### src/rtl/input_debouncer.sv
// Two-flop (or deeper) synchronizer followed by a consecutive-sample debounce FSM.
// Optional edge pulses are built only when INPUT_DEBOUNCER_EDGE_EN is defined.
module input_debouncer #(
    parameter int   SYNC_STAGES   = 2,
    parameter int   STABLE_CYCLES = 1000,
    parameter int   CNT_WIDTH     = 16,
    parameter logic INIT_LEVEL    = 1'b0
) (
    input  logic clk,
    input  logic rst,
    input  logic din,
    output logic dout,
    output logic rise,
    output logic fall,
    output logic busy
);

    typedef enum logic {STABLE, CHECK} state_t;

    localparam logic [CNT_WIDTH-1:0] LAST = CNT_WIDTH'(STABLE_CYCLES - 1);
    localparam bit SINGLE = (STABLE_CYCLES == 1);

    state_t                 state;
    logic [CNT_WIDTH-1:0]   cnt;
    logic [SYNC_STAGES-1:0] sync;
    logic                   s;
    logic                   toggle;

    always_ff @(posedge clk) begin
        if (rst) sync <= {SYNC_STAGES{INIT_LEVEL}};
        else     sync <= {sync[SYNC_STAGES-2:0], din};
    end

    assign s = sync[SYNC_STAGES-1];

    // dout flips this edge: immediately when no qualification is needed,
    // otherwise on the last qualifying sample of CHECK.
    always_comb begin
        toggle = 1'b0;
        if (s != dout) begin
            if (state == STABLE) toggle = SINGLE;
            else                 toggle = (cnt == LAST);
        end
    end

    always_ff @(posedge clk) begin
        if (rst) begin
            state <= STABLE;
            cnt   <= '0;
            dout  <= INIT_LEVEL;
            busy  <= 1'b0;
        end else begin
            case (state)
                STABLE: begin
                    if (s != dout) begin
                        if (SINGLE) begin
                            dout <= ~dout;
                        end else begin
                            cnt   <= CNT_WIDTH'(1);
                            state <= CHECK;
                            busy  <= 1'b1;
                        end
                    end
                end
                CHECK: begin
                    if (s == dout) begin
                        cnt   <= '0;
                        state <= STABLE;
                        busy  <= 1'b0;
                    end else if (cnt == LAST) begin
                        dout  <= ~dout;
                        cnt   <= '0;
                        state <= STABLE;
                        busy  <= 1'b0;
                    end else begin
                        cnt <= cnt + CNT_WIDTH'(1);
                    end
                end
                default: begin
                    state <= STABLE;
                    cnt   <= '0;
                    busy  <= 1'b0;
                end
            endcase
        end
    end

`ifdef INPUT_DEBOUNCER_EDGE_EN
    // Pulses line up with the cycle in which the new dout level is visible.
    always_ff @(posedge clk) begin
        if (rst) begin
            rise <= 1'b0;
            fall <= 1'b0;
        end else begin
            rise <= toggle & ~dout;
            fall <= toggle &  dout;
        end
    end
`else
    logic unused_toggle;
    assign unused_toggle = toggle;
    assign rise = 1'b0;
    assign fall = 1'b0;
`endif

endmodule

### config.mk
export PLATFORM = sky130hd
export DESIGN_NAME = input_debouncer
export DESIGN_NICKNAME = d
export VERILOG_FILES = /design/src/rtl/input_debouncer.sv
export SDC_FILE = /design/constraint.sdc
export NUM_CORES = 1
export LEC_CHECK = 0
export ABC_AREA = 1
export BUFFER_PORTS_ARGS = -buffer_cell sky130_fd_sc_hd__buf_2
export CORE_MARGIN = 1.5
export CORE_UTILIZATION = 48
export DETAILED_ROUTE_END_ITERATION = 10
export PLACE_DENSITY = 0.68
export SETUP_SLACK_MARGIN = 0.1
export SYNTH_ARGS = -nofsm -noshare
export SYNTH_HDL_FRONTEND = slang
export SYNTH_SLANG_ARGS = --single-unit
export TNS_END_PERCENT = 1
### constraint.sdc
create_clock -name clk -period 1.3 [get_ports clk]
set_input_delay 0.13 -clock clk [delete_from_list [all_inputs] [get_ports clk]]
set_output_delay 0.13 -clock clk [all_outputs]
set_load 0.005 [all_outputs]
==> flow_summary.yaml, run 1 <==
finish:
  area_growth_pct: 26.0
  antenna_cells: 0
  final_common_cell: "nand2_1"
  n_fill_cell: 232
  drive_above_1_share_pct: 37.7
  fin_area_um2: 1630
  final_nets: 228
  layout_common_cells: "nand2_1 (53), nor2_1 (21), inv_1 (19)"
drt:
  drt_pass1_iterations: 4
  drt_iter0_markers: 55
  routed_wl_mm: 3.36
  ant_nets: 0
  viasPerCell: 5.30
  drc: 0
  post_drt_wl_per_cell_um: 13.3
  vias: 1342
timing:
  fmax_mhz: 724
  setup_slack_ns: -0.0819
  hold_ws_ns: 0.0192
  final_max_slew_viol_count: 0
  clock_skew_ns: 0.00224
  hold_viol_final: 0
  min_period_over_period_pct: 106
  fin_crit_ns: 1.38
  setup_violations: 14
  rsz0062_at_grt: "true"
place:
  port_buffers: 4
  place_ws_ns: -0.108
  place_area_um2: 1450
  place_congestion: 0.880
  dpl.hpwl_mm: 2.22
logic_synthesis:
  synth_adder_area_share_pct: 0.965
  syn_area_per_cell_um2: 6.51
  synthMuxAreaShare_pct: 0
  synth_xor_area_share_pct: 3.38
  syn_area_um2: 1300
  yosys.area_share.simple_pct: 40.6
  ys_ff_latch: 21
  synthDistinctLibCells: 24
  yosysWarnings: 0
  synth_compound_area_share_pct: 11.2
  synth_seq_area_share_pct: 32.4
  syn_inst: 199
  synth_top_family_by_area: "simple AND/OR/NAND/NOR gates"
die:
  core_area_um2: 2520
  die_area_um2: 3020
  die_height_um: 55.0
  ios: 7
  die_w_um: 55.0
  placementRows: 18
  initial_core_util_pct: 51.4
clock_tree:
  numClockSinks: 21
  clk_path_buf_depth: 2
  htree_levels: 1
  numCtsBuffers: 3
  cts_hold_buf: 0
  clk_latency_ns: 0.31
  cts_tree: "built"
  cts-root-buf: "clkbuf_4"
  clk_pin_slew_ns: 0.12
worst_setup_path:
  cp.arrival_ns: 1.59
  rr_worst_depth: 9
  cp_common_cell: "nor2_4"
  required_ns: 1.51
  startpoint_type: "flip-flop"
  crit_chain: "ha_4 -> inv_2 -> nor2_2 -> nand2_2 -> nor2_4 -> nor2_4 -> clkbuf_16 -> nand2_4 -> a21oi_2"
  end_kind: "flip-flop"
  crit_path_top_delay_cell: "dfxtp_2"
  timing.rr.end: "cnt[8]$_SDFFE_PP0P_"
  slowest_delay_ns: 0.37
  critPathKind: "reg -> reg"
  r2r-start: "cnt[0]$_SDFFE_PP0P_"
  cp_max_fo: 7
  rrSetupSlack_ns: -0.08
hold_path:
  hp-start: "din"
  hold_class: "in -> reg"
  whs_path_depth: 3
  hold_end: "sync[0]$_SDFF_PP0_"
power_and_ir_drop:
  power_mw: 1.04
  p_per_area_nw_per_um2: 638
  ir_drop_uv: 633
  total_leakage_power_nw: 0.665
grt:
  grt_pass1_vias: 1234
  grt_usage_pct: 23.6
  overflow: 0
  grt_max_degree: 15
  antenna_found_initial: 0
  grt_pass1_wl_mm: 5.18
outcome:
  violations: "negative setup slack"
  status: "finished, violations left"
flow_run:
  cap_violations: 0
==> metrics by stage <==
step	instances	util (%)	TNS, ns
6_report	253	64.7	-0.823
5_1_grt	253	64.7	-1.89
4_1_cts	251	61.0	0
3_5_place_dp	245	57.5	-1.18
3_3_place_gp	245	57.5	-0.393
2_1_floorplan	200	-	0
==> area by class of cell <==
type | instances | area [um2] | area share (%)
clock buffer | 4 | 26.3 | 1.61
tap | 30 | 37.5 | 2.30
multi-input combinational | 148 | 828 | 50.7
timing repair buffer | 24 | 200 | 12.3
timing repair inverter | 1 | 7.51 | 0.460
inverter | 25 | 96.3 | 5.90
sequential | 21 | 437 | 26.7
==> logic make-up after synthesis <==
family	Yosys count
AND/OR/NAND/NOR	119
buffers and inverters	31
AO/OA/AOI/OAI	21
flip-flops	21
XOR/XNOR	5
adder cells (fa/ha/maj)	1
other	1
==> repair_timing <==
| item | in CTS | in global routing |
|---|---|---|
| cloned | 1 | 1 |
| buffers inserted | 1 | 1 |
| endpoints found under the setup margin | 16 | 19 |
| pin swaps | 5 | 5 |
| gates resized for setup | 15 | 19 |
==> critical path, delay by kind of cell (launching register included) <==
family	cells	cell delay (ns)
simple gates	5	0.48
flops	1	0.37
buf+inv	2	0.22
fa+ha+maj	1	0.16
compound gates	1	0.04
==> how the worst max path moves through the flow <==
stage | from | endpoint | slack (ns) | cells after the start
2_1_floorplan | cnt[1]$_SDFFE_PP0P_ | cnt[8]$_SDFFE_PP0P_ | 0.07 | 9
3_3_place_gp | cnt[1]$_SDFFE_PP0P_ | cnt[7]$_SDFFE_PP0P_ | -0.04 | 8
3_5_place_dp | cnt[1]$_SDFFE_PP0P_ | cnt[11]$_SDFFE_PP0P_ | -0.11 | 8
4_1_cts | cnt[1]$_SDFFE_PP0P_ | cnt[12]$_SDFFE_PP0P_ | 0.04 | 7
5_1_grt | cnt[0]$_SDFFE_PP0P_ | cnt[13]$_SDFFE_PP0P_ | -0.14 | 9
6_report | cnt[0]$_SDFFE_PP0P_ | cnt[8]$_SDFFE_PP0P_ | -0.08 | 9
==> per-layer routing <==
layer	wire length [um]	track usage [%]
met5	0	0
met2	1630	41.3
met4	76	6.91
met1	1450	30.5
met3	207	2.69
==> sequential cells by signal, indices dropped and copies added, names as in the netlist <==
name and flops:
sync 2, busy 1, state 1, cnt 16
dout 1
==> cells in the mapped netlist <==
cell type,instances,area [um2]
a21oi_1,5,25.0
a21oi_2,10,87.6
buf_12,1,20.0
buf_4,3,22.5
clkbuf_1,2,7.51
conb_1,1,3.75
dfxtp_1,21,420
ha_1,1,12.5
inv_1,21,78.8
inv_2,4,15.0
nand2_1,59,221
nand2_2,11,68.8
nand3_1,11,55.1
nand3_2,1,10.0
nand4_1,6,37.5
nor2_1,25,93.8
nor2_2,2,12.5
nor2_4,1,11.3
nor3_1,2,10.0
o211ai_1,1,7.51
o21ai_0,5,25.0
or2_1,1,6.26
xnor2_1,1,8.76
xor2_1,4,35.0
==> power by group <==
group          leakage, nW  switching [mW]  internal, mW
clock network       0.0150           0.203         0.120
registers            0.176         0.00461         0.648
logic                0.474          0.0447        0.0213
No activity file was read; power rests on OpenSTA's default activity.
==> run 2, diff against run 1 <==
- CELL_PAD_IN_SITES_DETAIL_PLACEMENT: unset -> 1
- CELL_PAD_IN_SITES_GLOBAL_PLACEMENT: unset -> 2
- CORE_UTILIZATION: 48 -> 30
- PLACE_DENSITY: 0.68 -> unset
- PLACE_DENSITY_LB_ADDON: unset -> 0.1
==> run 2 against run 1 <==
Against the previous run: non-clock buffer count up 13; worst setup slack better by 0.11 ns; die area is 56% higher; maximum frequency increased by 8.7%; the run now ends clean; sequential cell count unchanged; largest cell class unchanged; register-to-register slack better by 0.11 ns; critical path depth is 1 lower; cell area grew 8.1%; final cell count rose by 13%; combinational power shrank 3.0%; highest routed layer unchanged; clock-buffer cell count fell by 1.
==> flow_summary.yaml, run 2 (synthesis results as in run 1) <==
worst_setup_path:
  rrSetupSlack_ns: 0.03
  critPathKind: "reg -> reg"
  cp.arrival_ns: 1.45
  required_ns: 1.48
  worstSetupStartpoint: "cnt[7]$_SDFFE_PP0P_"
  startpoint_type: "flip-flop"
  cp-endpoint: "cnt[11]$_SDFFE_PP0P_"
  end_kind: "flip-flop"
  rr_worst_depth: 8
  cp_max_fo: 9
  timing.rr.end: "cnt[11]$_SDFFE_PP0P_"
  r2r-start: "cnt[7]$_SDFFE_PP0P_"
grt:
  grt_usage_pct: 17.9
  grt_pass1_vias: 1291
  overflow: 0
  grt_pass1_wl_mm: 6.12
  antenna_found_initial: 0
  grt_max_degree: 15
timing:
  rsz0062_at_grt: "true"
  hold_ws_ns: 0.0472
  hold_viol_final: 0
  setup_violations: 0
  final_max_slew_viol_count: 0
  setup_slack_ns: 0.0289
  fmax_mhz: 787
  clock_skew_ns: 0.00442
  fin_crit_ns: 1.27
  min_period_over_period_pct: 97.8
clock_tree:
  cts_tree: "built"
  cts_hold_buf: 0
  numCtsBuffers: 3
  clk_latency_ns: 0.28
  htree_levels: 1
  clk_path_buf_depth: 2
  clk_pin_slew_ns: 0.09
  cts-root-buf: "clkbuf_8"
  numClockSinks: 21
die:
  initial_core_util_pct: 31.7
  die_height_um: 68.7
  core_area_um2: 4090
  die_w_um: 68.7
  die_area_um2: 4720
  ios: 7
  placementRows: 23
finish:
  regArea_um2: 435
  fin_area_um2: 1770
  drive_above_1_share_pct: 42.6
  reg.largest.list: "cnt: 16 flops, sync: 2 flops"
  area_growth_pct: 36.2
  fin_cells: 285
  regMostFlops: "cnt"
  layout_common_cells: "nand2_1 (54), buf_4 (31), inv_1 (20)"
  n_fill_cell: 533
  final_nets: 240
  final_common_cell: "nand2_1"
  antenna_cells: 0
  largest_reg_flops: 16
  multi_input_comb_area_um2: 838
place:
  dp_cells: 278
  place_congestion: 0.824
  dpl.hpwl_mm: 2.91
  place_area_um2: 1570
  place_ws_ns: -0.178
  port_buffers: 4
flow_run:
  cap_violations: 0
power_and_ir_drop:
  total_leakage_power_nw: 0.718
  ir_drop_uv: 545
  power_mw: 1.19
  p_per_area_nw_per_um2: 676
drt:
  post_drt_wl_per_cell_um: 13.6
  ant_nets: 0
  drc: 0
  routed_wl_mm: 3.88
  drt_iter0_markers: 57
  vias: 1329
  drt_pass1_iterations: 4
  viasPerCell: 4.66
hold_path:
  hold_class: "in -> reg"
outcome:
  status: "completed"
==> run 2: changes by cell type in the layout (fill, tap and decap cells not counted), moves of 2 or more <==
cell and delta:
buf_4 +13, nor2_1 -4, nor2_2 +4, clkbuf_4 -3, clkbuf_8 +3, nand2_4 -3
nand2_2 +2, nand3_1 -2, nand3_2 +2
==> run 2: worst min path at each step <==
stage          slack, ns  start  depth (start not counted)                 end
2_1_floorplan       0.24    din                          2  sync[0]$_SDFF_PP0_
4_1_cts             0.05    din                          3  sync[0]$_SDFF_PP0_
6_report            0.05    din                          3  sync[0]$_SDFF_PP0_
3_3_place_gp        0.33    din                          3  sync[0]$_SDFF_PP0_
3_5_place_dp        0.34    din                          3  sync[0]$_SDFF_PP0_
5_1_grt             0.05    din                          3  sync[0]$_SDFF_PP0_
==> run 2: worst max-delay path, cell delays in order (launching register included) <==
cell	delay, ns
dfxtp_2	0.35
nand2_2	0.12
nor2_2	0.16
nand2_1	0.10
nor2_4	0.12
nor2_4	0.05
buf_12	0.14
nand2_1	0.06
a21oi_1	0.06
==> run 2: metrics by stage <==
step | setup TNS [ns] | util, %
global route | -0.504 | 43.2
CTS | 0 | 41.3
detailed placement | -2.11 | 38.5
floorplan | 0 | -
finish | 0 | 43.2
global placement | -1.62 | 38.5
==> run 2: what timing repair did <==
action	in CTS	in global routing
pin swaps	5	3
endpoints found under the setup margin	19	19
buffers inserted	3	0
gates resized for setup	14	22
gates cloned	0	0
==> run 2: final cells by class <==
cell class | instances | share of cell area (%)
Clock inverter | 1 | 0.283
Inverter | 25 | 5.60
Sequential cell | 21 | 24.7
Clock buffer | 3 | 2.34
Tap cell | 50 | 3.54
Multi-Input combinational cell | 148 | 47.5
Timing Repair Buffer | 37 | 16.1
==> run 2: layer usage <==
layer	part of all wire [%]	track usage [%]
met5	0	0
met4	0.64	2.94
met3	1.5	3.90
met2	48	29.9
met1	49	23.9
==> run 2: report_power, final <==
part | total (mW) | internal (mW) | switching (mW)
logic | 0.0640 | 0.0206 | 0.0435
clock network | 0.477 | 0.215 | 0.262
registers | 0.653 | 0.648 | 0.00475
==> run 3, diff against run 2 <==
- clock period: 1.3 -> 1.15 ns (I/O delays scaled with it)
==> run 3 against run 2 <==
Against the previous run: the run now ends with negative setup slack left; first-iteration DRC count shrank 51%; wire length down 1.2%; sequential power increased by 13%; critical path depth grew 1; global-route usage is 0.49 points higher; clock skew is essentially flat; register-to-register slack worse by 0.16 ns; clock power increased by 12%; clock-buffer cell count is the same; worst setup slack worse by 0.16 ns; sequential share of layout area fell by 0.84 points.
==> flow_summary.yaml, run 3 (synthesis results as in run 1) <==
outcome:
  status: "finished, violations left"
  violations: "negative setup slack"
grt:
  grt_max_degree: 15
  grt_usage_pct: 18.4
  overflow: 0
  grt_pass1_vias: 1353
  antenna_found_initial: 0
  grt_pass1_wl_mm: 6.33
drt:
  drt_pass1_iterations: 2
  ant_nets: 0
  post_drt_wl_per_cell_um: 13.2
  drc: 0
  vias: 1312
  routed_wl_mm: 3.83
  drt_iter0_markers: 28
  viasPerCell: 4.51
worst_setup_path:
  crit_path_top_delay_cell: "dfxtp_2"
  critPathKind: "reg -> reg"
  startpoint_type: "flip-flop"
  cp_max_fo: 9
  end_kind: "flip-flop"
  slowest_delay_ns: 0.35
  critical-path-top-delay-family: "simple AND/OR/NAND/NOR gates"
  cp_num_buf_inv: 2
  required_ns: 1.36
  cp.arrival_ns: 1.50
  crit_chain: "ha_4 -> inv_2 -> nor2_1 -> nand2_1 -> nor2_4 -> nor2_4 -> buf_12 -> nand2_1 -> a21oi_2"
place:
  dpl.hpwl_mm: 2.89
  port_buffers: 4
  place_congestion: 0.873
  place_area_um2: 1630
  dp_cells: 285
power_and_ir_drop:
  switching_share_pct: 25.3
  pwr-share-comb_pct: 5.6
  total_leakage_power_nw: 0.705
  sequentialPowerShare_pct: 54.9
  switchingPower_mw: 0.341
  intPower_mw: 1.01
  ir_drop_uv: 450
  clockPowerShare_pct: 39.5
  p_per_area_nw_per_um2: 746
clock_tree:
  htree_levels: 1
  cts-root-buf: "clkbuf_8"
  clk_pin_slew_ns: 0.09
  numClockSinks: 21
  clk_latency_ns: 0.27
  clk_path_buf_depth: 2
  numCtsBuffers: 3
  cts_tree: "built"
finish:
  multi_input_comb_area_um2: 831
  antenna_cells: 0
  drive_above_1_share_pct: 44.8
  fin_cells: 291
  regArea_um2: 430
  n_fill_cell: 542
  final_common_cell: "nand2_1"
  layout_common_cells: "nand2_1 (52), buf_4 (37), nor2_1 (20)"
  area_growth_pct: 39.4
  regMostFlops: "cnt"
  reg.largest.list: "cnt: 16 flops, sync: 2 flops"
  fin_area_um2: 1810
  final_nets: 246
  largest_reg_flops: 16
timing:
  min_period_over_period_pct: 112
  hold_viol_final: 0
  setup_slack_ns: -0.136
  fin_crit_ns: 1.29
  rsz0062_at_grt: "true"
  hold_ws_ns: 0.0395
  final_max_slew_viol_count: 0
  setup_violations: 17
  fmax_mhz: 778
  tns_ns: -1.59
  clock_skew_ns: 0.00448
die:
  core_area_um2: 4090
  initial_core_util_pct: 31.7
  die_height_um: 68.7
  placementRows: 23
  die_area_um2: 4720
  ios: 7
  die_w_um: 68.7
flow_run:
  cap_violations: 0
hold_path:
  hold_class: "in -> reg"
==> run 3: cell types whose count changed in the layout (fill, tap and decap cells not counted), moves of 2 or more <==
cell,before,now
nand2_2,13,18
nand2_1,54,52
dfxtp_1,11,13
nor2_1,17,20
a21oi_2,11,14
a21oi_1,4,1
nand2_4,3,0
buf_4,31,37
nor2_2,8,5
==> run 3: what timing repair did <==
| action | 4_1_cts | 5_1_grt |
|---|---|---|
| pin swaps | 3 | 2 |
| endpoints found under the setup margin | 19 | 19 |
| hold buffers | 0 | 0 |
| resized for setup | 22 | 10 |
| setup buffers | 2 | 0 |
==> run 3: worst min-delay path: stages <==
cell and delay (ns):
buf_2 0.09, inv_1 0.04, nor2_1 0.03
==> run 3: layout make-up <==
class / instances / area share [%]
multi-input cells: 148 / 46.0
flip-flops and latches: 21 / 23.8
repair buffers: 43 / 18.7
inverters: 25 / 5.33
well taps: 50 / 3.46
clock buffers: 3 / 2.29
clock inverters: 1 / 0.416
==> run 3: metrics by stage <==
| step | power, mW | setup WS [ns] | utilization (%) |
|---|---|---|---|
| 2_1_floorplan | 0.806 | -0.0795 | - |
| 3_3_place_gp | 0.827 | -0.246 | 39.8 |
| 3_5_place_dp | 0.828 | -0.297 | 39.8 |
| 4_1_cts | 1.37 | -0.130 | 43.6 |
| 5_1_grt | 1.40 | -0.214 | 44.2 |
| 6_report | 1.35 | -0.136 | 44.2 |
==> run 3: power groups by stage <==
stage          combinational (mW)  clock [mW]  sequential (mW)
2_1_floorplan              0.0484           0            0.757
3_3_place_gp               0.0707           0            0.756
3_5_place_dp               0.0709           0            0.757
4_1_cts                    0.0753       0.555            0.740
5_1_grt                    0.0843       0.576            0.741
6_report                   0.0750       0.533            0.740
==> run 3: path summary, 6_finish.rpt <==
path / from / to / slack [ns] / cells past startpoint
setup reg to reg: cnt[1]$_SDFFE_PP0P_ / cnt[10]$_SDFFE_PP0P_ / -0.14 / 9
hold reg to reg: sync[0]$_SDFF_PP0_ / sync[1]$_SDFF_PP0_ / 0.41 / 2
hold / removal: din / sync[0]$_SDFF_PP0_ / 0.04 / 3
setup / recovery: cnt[1]$_SDFFE_PP0P_ / cnt[10]$_SDFFE_PP0P_ / -0.14 / 9
==> run 3: per-layer routing <==
metal  share of wire, %  GRT usage [%]
met3                1.4           3.41
met1                 50           24.2
met4               0.44           2.94
met5                  0              0
met2                 48           31.7
